`src/rtl/fft_stage_scheduler.sv`:
```
// Butterfly pair scheduler for an in-place radix-2 FFT: walks every stage and issues (idx_a, idx_b, tw_idx) over valid/ready.
// Optional inter-stage drain barrier enabled by defining FFT_SCHED_STAGE_BARRIER_EN (adds the bf_idle input).
module fft_stage_scheduler #(
    parameter int SAMPLES = 8,
    localparam int LOG2N = $clog2(SAMPLES)
) (
    input  logic             clk,
    input  logic             reset_n,
    input  logic             start,
    input  logic             abort,
`ifdef FFT_SCHED_STAGE_BARRIER_EN
    input  logic             bf_idle,
`endif
    input  logic             pair_ready,
    output logic             pair_valid,
    output logic [LOG2N-1:0] idx_a,
    output logic [LOG2N-1:0] idx_b,
    output logic [LOG2N-2:0] tw_idx,
    output logic [LOG2N-1:0] stage,
    output logic             last_in_stage,
    output logic             busy,
    output logic             done
);
    localparam int W  = LOG2N + 1;
    localparam int PW = 3 * LOG2N;
    localparam logic [W-1:0]     ONE_W      = W'(1);
    localparam logic [W-1:0]     SAMPLES_W  = W'(SAMPLES);
    localparam logic [LOG2N-1:0] LAST_STAGE = LOG2N'(LOG2N - 1);

`ifdef FFT_SCHED_STAGE_BARRIER_EN
    typedef enum logic [1:0] {S_IDLE = 2'd0, S_ISSUE = 2'd1, S_DONE = 2'd2, S_DRAIN = 2'd3} state_t;
`else
    typedef enum logic [1:0] {S_IDLE = 2'd0, S_ISSUE = 2'd1, S_DONE = 2'd2} state_t;
`endif

    state_t           r_state;
    logic [W-1:0]     r_l;
    logic [W-1:0]     r_j;
`ifdef FFT_SCHED_STAGE_BARRIER_EN
    logic             r_final;
    logic             w_final_n;
`endif

    logic [W-1:0]     w_half;
    logic [W-1:0]     w_j_inc;
    logic [W-1:0]     w_l_inc;
    logic [W-1:0]     w_adv_l;
    logic [W-1:0]     w_adv_j;
    logic [LOG2N-1:0] w_adv_stage;
    logic             w_stage_end;
    logic             w_hs;

    state_t           w_state_n;
    logic [W-1:0]     w_l_n;
    logic [W-1:0]     w_j_n;
    logic [LOG2N-1:0] w_stage_n;
    logic [PW-1:0]    w_fields_n;
    logic             w_valid_n;
    logic             w_done_n;

    // Packs {last_in_stage, tw_idx, idx_b, idx_a} for a given (stage, group base, offset).
    function automatic logic [PW-1:0] pair_fields(input logic [LOG2N-1:0] s,
                                                  input logic [W-1:0] l,
                                                  input logic [W-1:0] j);
        logic [W-1:0] half;
        logic [W-1:0] a;
        logic [W-1:0] b;
        logic [W-1:0] sh;
        logic [W-1:0] tw;
        logic [W-1:0] last_l;
        half   = ONE_W << s;
        a      = l + j;
        b      = a + half;
        sh     = W'(LOG2N - 1) - W'(s);
        tw     = j << sh;
        last_l = SAMPLES_W - (half << 1);
        pair_fields = {((l == last_l) && (j == (half - ONE_W))), tw[LOG2N-2:0], b[LOG2N-1:0], a[LOG2N-1:0]};
    endfunction

    // Counter advance applied on every accepted pair.
    always_comb begin
        w_half      = ONE_W << stage;
        w_j_inc     = r_j + ONE_W;
        w_l_inc     = r_l + (w_half << 1);
        w_adv_j     = w_j_inc;
        w_adv_l     = r_l;
        w_adv_stage = stage;
        w_stage_end = 1'b0;
        w_hs        = pair_valid && pair_ready;
        if (w_j_inc == w_half) begin
            w_adv_j = {W{1'b0}};
            if (w_l_inc == SAMPLES_W) begin
                w_adv_l     = {W{1'b0}};
                w_adv_stage = stage + 1'b1;
                w_stage_end = 1'b1;
            end else begin
                w_adv_l = w_l_inc;
            end
        end else begin
            w_adv_j = w_j_inc;
        end
    end

    // Next-state and next-output computation; abort overrides everything.
    always_comb begin
        w_state_n  = r_state;
        w_l_n      = r_l;
        w_j_n      = r_j;
        w_stage_n  = stage;
        w_fields_n = {last_in_stage, tw_idx, idx_b, idx_a};
        w_valid_n  = pair_valid;
        w_done_n   = 1'b0;
`ifdef FFT_SCHED_STAGE_BARRIER_EN
        w_final_n  = r_final;
`endif
        if (abort) begin
            w_state_n  = S_IDLE;
            w_l_n      = {W{1'b0}};
            w_j_n      = {W{1'b0}};
            w_stage_n  = {LOG2N{1'b0}};
            w_fields_n = {PW{1'b0}};
            w_valid_n  = 1'b0;
`ifdef FFT_SCHED_STAGE_BARRIER_EN
            w_final_n  = 1'b0;
`endif
        end else begin
            case (r_state)
                S_IDLE: begin
                    if (start) begin
                        w_state_n  = S_ISSUE;
                        w_l_n      = {W{1'b0}};
                        w_j_n      = {W{1'b0}};
                        w_stage_n  = {LOG2N{1'b0}};
                        w_fields_n = pair_fields({LOG2N{1'b0}}, {W{1'b0}}, {W{1'b0}});
                        w_valid_n  = 1'b1;
                    end else begin
                        w_valid_n  = 1'b0;
                    end
                end
                S_ISSUE: begin
                    if (w_hs && w_stage_end && (stage == LAST_STAGE)) begin
                        w_l_n      = {W{1'b0}};
                        w_j_n      = {W{1'b0}};
                        w_stage_n  = {LOG2N{1'b0}};
                        w_fields_n = {PW{1'b0}};
                        w_valid_n  = 1'b0;
`ifdef FFT_SCHED_STAGE_BARRIER_EN
                        w_state_n  = S_DRAIN;
                        w_final_n  = 1'b1;
`else
                        w_state_n  = S_DONE;
                        w_done_n   = 1'b1;
`endif
                    end else if (w_hs) begin
                        w_l_n      = w_adv_l;
                        w_j_n      = w_adv_j;
                        w_stage_n  = w_adv_stage;
                        w_fields_n = pair_fields(w_adv_stage, w_adv_l, w_adv_j);
`ifdef FFT_SCHED_STAGE_BARRIER_EN
                        if (w_stage_end) begin
                            w_state_n = S_DRAIN;
                            w_valid_n = 1'b0;
                        end else begin
                            w_valid_n = 1'b1;
                        end
`endif
                    end else begin
                        w_valid_n  = 1'b1;
                    end
                end
`ifdef FFT_SCHED_STAGE_BARRIER_EN
                S_DRAIN: begin
                    if (bf_idle && r_final) begin
                        w_state_n = S_DONE;
                        w_done_n  = 1'b1;
                        w_final_n = 1'b0;
                    end else if (bf_idle) begin
                        w_state_n = S_ISSUE;
                        w_valid_n = 1'b1;
                    end else begin
                        w_valid_n = 1'b0;
                    end
                end
`endif
                S_DONE: begin
                    w_state_n = S_IDLE;
                    w_valid_n = 1'b0;
                end
                default: begin
                    w_state_n  = S_IDLE;
                    w_l_n      = {W{1'b0}};
                    w_j_n      = {W{1'b0}};
                    w_stage_n  = {LOG2N{1'b0}};
                    w_fields_n = {PW{1'b0}};
                    w_valid_n  = 1'b0;
                end
            endcase
        end
    end

    // State, counters and all outputs are registered here.
    always_ff @(posedge clk or negedge reset_n) begin
        if (!reset_n) begin
            r_state       <= S_IDLE;
            r_l           <= {W{1'b0}};
            r_j           <= {W{1'b0}};
            stage         <= {LOG2N{1'b0}};
            pair_valid    <= 1'b0;
            idx_a         <= {LOG2N{1'b0}};
            idx_b         <= {LOG2N{1'b0}};
            tw_idx        <= {(LOG2N-1){1'b0}};
            last_in_stage <= 1'b0;
            busy          <= 1'b0;
            done          <= 1'b0;
`ifdef FFT_SCHED_STAGE_BARRIER_EN
            r_final       <= 1'b0;
`endif
        end else begin
            r_state    <= w_state_n;
            r_l        <= w_l_n;
            r_j        <= w_j_n;
            stage      <= w_stage_n;
            pair_valid <= w_valid_n;
            {last_in_stage, tw_idx, idx_b, idx_a} <= w_fields_n;
            busy       <= (w_state_n != S_IDLE);
            done       <= w_done_n;
`ifdef FFT_SCHED_STAGE_BARRIER_EN
            r_final    <= w_final_n;
`endif
        end
    end
endmodule

```
`config.mk`:
```
export PLATFORM = sky130hd
export DESIGN_NAME = fft_stage_scheduler
export DESIGN_NICKNAME = d
export VERILOG_FILES = /design/src/rtl/fft_stage_scheduler.sv
export SDC_FILE = /design/constraint.sdc
export NUM_CORES = 1
export LEC_CHECK = 0
export CORE_MARGIN = 8
export CORE_UTILIZATION = 55
export CTS_CLUSTER_SIZE = 10
export DETAILED_ROUTE_END_ITERATION = 8
export HOLD_SLACK_MARGIN = 0.1
export PLACE_DENSITY = 0.86
export RECOVER_POWER = 100
export SKIP_CTS_REPAIR_TIMING = 1
export SYNTH_ARGS = -nofsm -noshare
export SYNTH_HDL_FRONTEND = slang
export SYNTH_SLANG_ARGS = --single-unit
```
`constraint.sdc`:
```
create_clock -name clk -period 5.6 [get_ports clk]
set_clock_uncertainty 0.15 [all_clocks]
set_input_delay 0.84 -clock clk [delete_from_list [all_inputs] [get_ports clk]]
set_output_delay 0.84 -clock clk [all_outputs]
set_load 0.02 [all_outputs]
```
==> qor.csv, run 1 <==
stage,metric,value,unit
drt,wirelength,4202,um
worst_setup_path,cp.arrival,4.75,ns
grt,gr-total-overflow,0,
worst_setup_path,cp_slowest_stage_delay,0.56,ns
grt,grt_pass1_wl,7182,um
grt,grt_start_max_net_pins,26,
pwr,p_int,0.2363,mW
grt,antenna_found_initial,0,
floorplanning,row_count,20,
worst_setup_path,cp_cell_sequence,inv_1 -> ha_1 -> nor2b_1 -> ha_1 -> inv_1 -> fa_1 -> nor3b_1 -> and3_1 -> and2_0 -> a31oi_1 -> ha_1 -> or3_1 -> and3b_1 -> o2111a_1 -> a32o_1,
worst_setup_path,critPathKind,flop to flop,
pwr,p_sw_share,29.25,%
pwr,leakage,0.8947,nW
run_status,status,"finished, final reports clean",
synth,ys_seq_area_share,34.72,%
clock_network,cts_buffer_depth,2,
floorplanning,dieWidth,73.24,um
clock_network,cts_buffers,3,
finish,design_area,2018,um^2
synth,synth-simple-area-share,19.37,%
timing,slew_headroom,24.45,%
pwr,seqPwrFrac,57.8,%
drt,dr.pass1.iters,4,
drt,detail_route.iter0.violations,79,
floorplanning,initial_core_util,58.54,%
timing,rsz0062_at_grt,no,
synth,synthFlopType,dfrtp_1,
finish,regArea,625.6,um^2
floorplanning,core_area,3078,um^2
synth,synth_compound_area_share,18.26,%
drt,vias,1508,
worst_setup_path,crit_path_frequent_cell,ha_1,
floorplanning,io_pins,20,
drt,avgRoutedWirePerCell,16.88,um
clock_network,clock_latency,0.31,ns
timing,setup_viol,0,
pwr,fin_total_pwr,0.3340,mW
clock_network,clockRootBuffer,clkbuf_4,
finish,final_util,65.57,%
floorplanning,die-area,5363,um^2
drt,drc,0,
timing,drv_slew,0,
pwr,p_per_area,165.5,nW/um^2
timing,fmax,0.2136,GHz
run,cap_violations,0,
pwr,power_frac_comb,17.4,%
synth,syn-num-nets,207,
synth,synth_cell_types,49,
timing,setup-tns-final,0,ns
finish,diodes,0,
synth,synth.area.mux_share,4.861,%
timing,finalHoldViolCount,0,
worst_setup_path,cp_slowest_cell,fa_1,
clock_network,numClockSinks,25,
timing,worst_slew_pin_slew,1.130,ns
pwr,power.share.clock,24.8,%
synth,synth_xor_area_share,8.056,%
grt,first_global_vias,1532,
finish,areaGrowthSynthToFinish,12.01,%
synth,syn_avg_cell_area,9.533,um^2
finish,fin_nets,224,
grt,track_usage,17.12,%
worst_setup_path,endpoint_kind,flop,
finish,fillers,248,
synth,synth-edff-count,0,
finish,multi_input_comb_area,1082,um^2
place,hpwl,3251,um
timing,holdWs,0.3373,ns
clock_network,tritoncts,yes,
drt,avgViaCountPerCell,6.056,
clock_network,clk_pin_slew_worst_paths,0.14,ns
worst_setup_path,critPathLaunchType,flop,
timing,min_period,4.681,ns
place,gp_congestion,0.9350,
synth,synth_seq_cells,25,
place,port_buffers,19,
synth,synthAdderAreaFrac,10.28,%
worst_setup_path,required,5.67,ns
pwr,p_switching,0.09771,mW
worst_setup_path,worst-path-max-fanout,12,
synth,synth_area,1802,um^2
pwr,peakVddDrop,0.0002276,V
worst_setup_path,regToRegStartpoint,stage[0]$_DFFE_PN0P_,
drt,antenna_left,0,
finish,drive_gt1_share,5.854,%
place,dpl_cell_area,2011,um^2
worst_hold_path,hold_class,flop to flop,
worst_hold_path,min_from,idx_b[2]$_DFFE_PN0P_,
synth,synth_top_family_by_area,simple AND/OR/NAND/NOR gates,
synth,ys_warn_count,0,
floorplanning,die_y,73.24,um
worst_setup_path,timing.critical_path.from,stage[0]$_DFFE_PN0P_,
clock_network,htreeDepth,1,
synth,synthArstFlopShare,100.0,%
timing,fin_crit_sh,83.59,%
synth,netlist_instances,189,
-- cell families (layout without fill, tap and decap cells) --
logic type	Yosys count	after routing
AND/OR/NAND/NOR	70	70
AO/OA/AOI/OAI	42	42
flip-flops	25	25
buffers and inverters	16	32
XOR/XNOR	15	15
adder cells (fa/ha/maj)	13	13
multiplexers	8	8
-- final cells by class --
| class | instances | share of cell area (%) |
|---|---|---|
| flip-flops and latches | 25 | 31.00 |
| repair buffers | 20 | 9.795 |
| inverters | 8 | 1.488 |
| well taps | 44 | 2.728 |
| clock inverters | 1 | 0.2480 |
| clock buffers | 3 | 1.116 |
| multi-input cells | 148 | 53.63 |
-- flip-flops by register name, indices dropped and copies added (netlist names) --
name / flops
busy: 1
done: 1
idx_a: 3
idx_b: 3
last_in_stage: 1
pair_valid: 1
r_j: 4
r_l: 4
r_state: 2
stage: 3
tw_idx: 2
-- final timing paths --
check / slack, ns / to / depth (start not counted)
worst max-delay path: 0.92 / last_in_stage$_DFFE_PN0P_ / 15
worst min-delay path: 0.34 / idx_b[2]$_DFFE_PN0P_ / 2
worst max register to register: 0.92 / last_in_stage$_DFFE_PN0P_ / 15
worst min register to register: 0.34 / idx_b[2]$_DFFE_PN0P_ / 2
max in group asynchronous: 3.61 / r_l[1]$_DFFE_PN0P_ / 1
min in group asynchronous: 1.03 / r_state[1]$_DFF_PN0_ / 1
-- layout by cell type (no fill, tap or decap), types with 4 or more instances in the layout --
| cell | instances |
|---|---|
| nand3_1 | 7 |
| a21oi_1 | 7 |
| ha_1 | 10 |
| o31ai_1 | 6 |
| mux2i_1 | 5 |
| dfrtp_1 | 25 |
| nor2_1 | 14 |
| o21ai_0 | 11 |
| inv_1 | 8 |
| dlygate4sd3_1 | 17 |
| nand2_1 | 28 |
| nor2b_1 | 4 |
| xnor2_1 | 10 |
| xor2_1 | 4 |
-- layer usage --
| layer | GRT usage, % | vias up | routed length (um) | share of wire, % |
|---|---|---|---|---|
| li1 | - | 709 | - | - |
| met1 | 20.99 | 759 | 1835 | 44 |
| met2 | 29.00 | 36 | 2133 | 51 |
| met3 | 3.297 | 4 | 186 | 4.4 |
| met4 | 5.778 | 0 | 46 | 1.1 |
| met5 | 0 | - | 0 | 0 |
-- power groups by stage --
stage | Clock (mW) | Sequential, mW | Combinational (mW)
after CTS | 0.0852 | 0.193 | 0.0610
after detailed placement | 0 | 0.196 | 0.0604
after global placement | 0 | 0.196 | 0.0593
final | 0.0827 | 0.193 | 0.0582
after global routing | 0.0893 | 0.194 | 0.0649
after floorplan | 0 | 0.201 | 0.0284
-- synth_stat cells, types with 2 or more instances --
cell | instances | area, um^2
a21oi_1 | 7 | 35.03
a22o_1 | 2 | 17.52
a32o_1 | 2 | 20.02
and2_1 | 2 | 12.51
and3_4 | 2 | 22.52
buf_6 | 2 | 22.52
clkbuf_1 | 4 | 15.01
dfrtp_1 | 25 | 625.6
fa_1 | 3 | 60.06
ha_1 | 10 | 125.1
inv_1 | 8 | 30.03
mux2_2 | 3 | 33.78
mux2i_1 | 4 | 40.04
nand2_1 | 28 | 105.1
nand3_1 | 6 | 30.03
nor2_1 | 14 | 52.55
nor2b_1 | 4 | 25.02
nor3b_1 | 2 | 15.01
o21ai_0 | 11 | 55.05
o31ai_1 | 6 | 45.04
o41ai_1 | 3 | 26.28
or3_1 | 2 | 12.51
xnor2_1 | 10 | 87.58
xor2_1 | 4 | 35.03
-- stage by stage --
stage	std cells	setup WS, ns
3_3_place_gp	245	1.343
4_1_cts	249	1.161
6_report	249	0.9190
5_1_grt	249	0.6198
2_1_floorplan	189	1.380
3_5_place_dp	245	1.209
-- critical path, delay by kind of cell, from the launching register on --
kind            cells  cell delay [ns]
simple gates        6             1.67
fa+ha+maj           4             1.27
compound gates      3             0.72
flops               1             0.54
buf+inv             2             0.26
No activity file was read; power rests on OpenSTA's default activity.
==> run 2: changes to the inputs <==
- clock period: 5.6 -> 4.5 ns (I/O delays scaled with it)
==> run 2 against run 1 <==
Effect of this change:
- routed wire length rose by 3.4%
- final area is 2.9% higher
- critical path depth is the same
- total power grew 23%
- clock power grew 20%
- worst hold slack lost 0.0013 ns
- sequential share of layout area is 0.82 points lower
- register-to-register slack lost 0.56 ns
- die area did not move
- sequential cell count stayed put
- first-iteration DRC count shrank 11%
- clock-buffer cell count increased by 1
- critical endpoint unchanged
- highest routed layer unchanged
==> qor.csv, run 2 (synthesis gave the netlist of run 1 again) <==
stage,metric,value,unit,change
run_status,status,"finished, final reports clean",,
place,gp_congestion,0.9070,,-3.0%
grt,top_usage_layer,met2,,
worst_hold_path,hold_class,flop to flop,,
timing,setup-tns-final,0,ns,unchanged
place,hpwl,3397,um,+4.5%
timing,setup_viol,0,,unchanged
grt,use_met3,3.159,%,-0.14 points
drt,vias,1519,,+0.73%
pwr,p_sw_share,28.31,%,-0.95 points
drt,drc,0,,unchanged
worst_setup_path,worst_r2r_endpoint,last_in_stage$_DFFE_PN0P_,,
grt,grt_pass1_wl,7245,um,+0.88%
pwr,peakVddDrop,0.0001696,V,-25%
run,cap_violations,0,,unchanged
floorplanning,row_count,20,,unchanged
pwr,p_per_area,198.4,nW/um^2,+20%
worst_hold_path,min_to,tw_idx[1]$_DFFE_PN0P_,,
grt,first_global_vias,1520,,-0.78%
place,port_buffers,19,,unchanged
grt,track_usage,17.08,%,-0.038 points
floorplanning,die-area,5363,um^2,unchanged
clock_network,tritoncts,yes,,
worst_setup_path,path_buf_inv,2,,unchanged
timing,drv_slew,0,,unchanged
drt,avgRoutedWirePerCell,17.17,um,+1.8%
pwr,power_frac_comb,17.7,%,+0.3 points
finish,largestRegisters,"r_j: 4 flops, r_l: 4 flops",,
grt,gr-total-overflow,0,,unchanged
floorplanning,dieWidth,73.24,um,unchanged
finish,layout_common_cells,"nand2_1 (28), dfrtp_1 (24), dlygate4sd3_1 (17), nor2_1 (14), o21ai_0 (11)",,
timing,holdWs,0.3359,ns,-0.001311 ns
drt,detail_route.iter0.violations,70,,-11%
floorplanning,core_area,3078,um^2,unchanged
worst_setup_path,reg2reg_slack,0.36,ns,-0.56 ns
drt,dr.pass1.iters,4,,unchanged
clock_network,clk_pin_slew_worst_paths,0.13,ns,about the same
pwr,seqPwrFrac,58.3,%,+0.5 points
grt,antenna_found_initial,0,,unchanged
grt,grt_start_max_net_pins,26,,unchanged
worst_hold_path,min_from,tw_idx[1]$_DFFE_PN0P_,,
grt,grtUsageMet2,28.80,%,-0.20 points
finish,fin_nets,228,,+1.8%
timing,min_period,4.141,ns,-0.5395 ns
place,pre_cts_ws,0.2927,ns,-0.9166 ns
worst_setup_path,critPathKind,flop to flop,,
worst_setup_path,regToRegStartpoint,stage[1]$_DFFE_PN0P_,,
timing,postLayoutSetupSlackWorst,0.3585,ns,-0.5605 ns
worst_setup_path,cp_slowest_cell,fa_1,,
worst_setup_path,required,4.56,ns,-1.11 ns
pwr,p_switching,0.1167,mW,+19%
worst_setup_path,endpoint_kind,flop,,
timing,worst_slew_pin_slew,1.129,ns,-0.0005179 ns
worst_setup_path,cp_cell_sequence,inv_1 -> ha_1 -> nor2b_1 -> ha_1 -> inv_1 -> fa_1 -> nor3b_1 -> and3_4 -> and2_1 -> a31oi_4 -> ha_1 -> or3_1 -> and3b_1 -> o2111a_1 -> a32o_1,,
pwr,fin_total_pwr,0.4121,mW,+23%
drt,avgViaCountPerCell,6.004,,-0.86%
clock_network,clockRootBuffer,clkbuf_4,,
worst_setup_path,cp.arrival,4.20,ns,-0.55 ns
worst_setup_path,cpLargestDelayFamily,simple AND/OR/NAND/NOR gates,,
floorplanning,io_pins,20,,unchanged
pwr,p_int,0.2955,mW,+25%
worst_setup_path,critPathLaunchType,flop,,
clock_network,clock_latency,0.31,ns,about the same
timing,fin_crit_sh,92.03,%,+8.4 points
clock_network,numClockSinks,25,,unchanged
timing,slew_headroom,24.48,%,+0.035 points
worst_setup_path,reg2reg_depth,15,,unchanged
floorplanning,initial_core_util,58.54,%,unchanged
finish,final_common_cell,nand2_1,,
timing,fmax,0.2415,GHz,+13%
worst_setup_path,worst-path-max-fanout,9,,-3
finish,drive_gt1_share,8.612,%,+2.8 points
floorplanning,die_y,73.24,um,unchanged
timing,rsz0062_at_grt,no,,
clock_network,cts_buffers,3,,unchanged
finish,areaGrowthSynthToFinish,15.28,%,
drt,antenna_left,0,,unchanged
worst_hold_path,whs_path_depth,2,,unchanged
finish,diodes,0,,unchanged
pwr,leakage,0.9069,nW,+1.4%
timing,finalHoldViolCount,0,,unchanged
pwr,power.share.clock,24.0,%,-0.8 points
clock_network,htreeDepth,1,,unchanged
clock_network,cts_buffer_depth,2,,unchanged
grt,met1_usage,21.06,%,+0.069 points
finish,final_util,67.48,%,+1.9 points
drt,wirelength,4345,um,+3.4%
worst_setup_path,crit_path_frequent_cell,ha_1,,
worst_setup_path,cp_slowest_stage_delay,0.56,ns,about the same
## run 2: cell count changes in the layout (fill, tap and decap cells not counted), sizes merged
cell | previous run | this run
buf | 1 | 4
clkinv | 1 | 0
clkbuf | 3 | 5
## run 2: how the worst max path moves through the flow
stage | from | to | slack [ns] | cells after the start
2_1_floorplan | stage[0]$_DFFE_PN0P_ | last_in_stage$_DFFE_PN0P_ | 0.28 | 19
3_3_place_gp | stage[1]$_DFFE_PN0P_ | last_in_stage$_DFFE_PN0P_ | 0.44 | 17
3_5_place_dp | stage[1]$_DFFE_PN0P_ | last_in_stage$_DFFE_PN0P_ | 0.29 | 15
4_1_cts | stage[1]$_DFFE_PN0P_ | last_in_stage$_DFFE_PN0P_ | 0.27 | 15
5_1_grt | stage[1]$_DFFE_PN0P_ | last_in_stage$_DFFE_PN0P_ | 0.07 | 17
6_report | stage[1]$_DFFE_PN0P_ | last_in_stage$_DFFE_PN0P_ | 0.36 | 15
## run 2: routing by layer
metal  part of all wire (%)  wire (um)  up-vias
li1                       -          -      717
met1                     42       1824      734
met2                     49       2119       56
met3                    6.3        275       12
met4                    2.9        126        0
met5                      0          0        -
## run 2: metrics by stage
stage | cell area [um^2] | instances
detailed placement | 2041 | 249
floorplan | 1802 | 189
global route | 2077 | 253
CTS | 2067 | 253
global placement | 2041 | 249
finish | 2077 | 253
## run 2: cell type report
cell class                 instances  area, um^2
multi-input combinational        148        1115
inverter                           8       30.03
tap                               44       55.05
clock buffer                       4       26.28
fill                             252        1001
timing repair buffer              24       224.0
sequential                        25       626.9
## run 2: worst min-delay path, stage by stage, from the launching register on
cell and delay [ns]:
dfrtp_1 0.36, nand2_1 0.05, o41ai_1 0.05
## run 2: power groups by stage
| stage | clock network, mW | registers, mW | logic [mW] |
|---|---|---|---|
| after floorplan | 0 | 0.251 | 0.0354 |
| after global placement | 0 | 0.244 | 0.0742 |
| after detailed placement | 0 | 0.245 | 0.0757 |
| after CTS | 0.101 | 0.240 | 0.0762 |
| after global routing | 0.107 | 0.241 | 0.0801 |
| final | 0.0989 | 0.240 | 0.0730 |
==> RTL edit, RTL diff (flow settings as in run 1) <==
Build with the macro `FFT_SCHED_STAGE_BARRIER_EN` defined.
--- a/src/rtl/fft_stage_scheduler.sv
+++ b/src/rtl/fft_stage_scheduler.sv
@@ -1,4 +1,6 @@
 // Butterfly pair scheduler for an in-place radix-2 FFT: walks every stage and issues (idx_a, idx_b, tw_idx) over valid/ready.
 // Optional inter-stage drain barrier enabled by defining FFT_SCHED_STAGE_BARRIER_EN (adds the bf_idle input).
+`define FFT_SCHED_STAGE_BARRIER_EN
+
 module fft_stage_scheduler #(
     parameter int SAMPLES = 8,
Interface: changed (added bf_idle); port bits go from 20 to 21. No check against the original RTL was run, so the function may have changed too.
==> RTL edit against run 1 <==
Total power shrank 0.44%; sequential cell count grew 1; synthesized cell count grew 11%; first-iteration DRC count grew 1.3%; via count grew 3.3%; largest power group unchanged; synthesized area grew 8.5%; cell area grew 7.6%; cell count grew 8.8%; fmax shrank 8.8%; routed wire length grew 2.8%; setup slack lost 450 ps.
==> RTL edit: results (changes against run 1) <==
- Reg area: 651 um^2 (+4.0%)
- Total power: 0.000333 W (-0.44%)
- Sequential-to-total area share from yosys stat: 0.333 (-0.0143)
- Routed wire length: 4320 um (+2.8%)
- Status: finished clean
- Iteration-0 DRC Markers: 80 (+1.3%)
- Slew margin rel.: 0.0515 (-0.193)
- Detailed Place HPWL: 3200 um (-1.5%)
- Hold_sp: tw_idx[1]
- Clk pwr share: 0.297 (+0.049)
- Total internal power: 0.000247 W (+4.6%)
- IO buf count: 20 (+1)
- R2r setup slk: 470 ps (-450 ps)
- Syn Inst Count: 210 (+11%)
- Nets: 245 (+9.4%)
- Clock latency on the worst-skew pair: 340 ps (+30 ps)
- Placed Instances: 267 (+9.0%)
- Mapped Nets: 229 (+11%)
- Synth cell count leaders: nand2_1, dfrtp_1, o21ai_0
- Hold_ws: 339 ps (+2.08 ps)
- GPL Wtd Cong: 0.912 (-2.5%)
- First-pass GRT wire length: 7380 um (+2.8%)
- Largest net degree at the start of global routing: 27 (+3.8%)
- Pleak: 0.893 nW (-0.22%)
- Share of total power in sequential cells: 0.585 (+0.007)
- Unique masters post-synth: 53 (+8.2%)
- Fill cell count: 299 (+21%)
- FF-to-FF path depth: 17 (+2)
-- RTL edit: cell families (layout without fill, tap and decap cells) --
| logic type | count (synthesis) | after routing | share of synthesized area |
|---|---|---|---|
| buffers and inverters | 22 | 37 | 0.0551 |
| AO/OA/AOI/OAI | 54 | 54 | 0.208 |
| XOR/XNOR | 14 | 14 | 0.0775 |
| adder cells (fa/ha/maj) | 13 | 13 | 0.0948 |
| flip-flops | 26 | 26 | 0.333 |
| AND/OR/NAND/NOR | 78 | 78 | 0.216 |
| multiplexers | 3 | 3 | 0.0154 |
-- RTL edit: layout make-up --
| cell class | instances | area share |
|---|---|---|
| Inverter | 12 | 0.0207 |
| Timing Repair Buffer | 21 | 0.0939 |
| Sequential cell | 26 | 0.300 |
| Multi-Input combinational cell | 162 | 0.542 |
| Clock buffer | 4 | 0.0167 |
| Tap cell | 46 | 0.0265 |
-- RTL edit: worst max-delay path by stage --
stage	slack [ps]	depth (start not counted)	from	end
5_1_grt	90	17	stage[0]	last_in_stage
6_report	470	17	stage[0]	last_in_stage
3_5_place_dp	610	17	stage[0]	last_in_stage
2_1_floorplan	910	19	stage[0]	last_in_stage
3_3_place_gp	820	17	stage[0]	last_in_stage
4_1_cts	480	17	stage[0]	last_in_stage
-- RTL edit: routing by layer --
metal,GRT usage,wire (um),up-vias
met1,0.214,1950,745
li1,-,-,769
met2,0.288,2120,36
met4,0.0384,65,0
met5,0,0,-
met3,0.0329,184,8
-- RTL edit: worst reg2reg max path, delay by kind of cell (launching register included) --
| family | cells | cell delay (ps) |
|---|---|---|
| compound gates | 5 | 970 |
| fa+ha+maj | 4 | 1250 |
| buf+inv | 2 | 240 |
| flops | 1 | 520 |
| simple gates | 6 | 1930 |
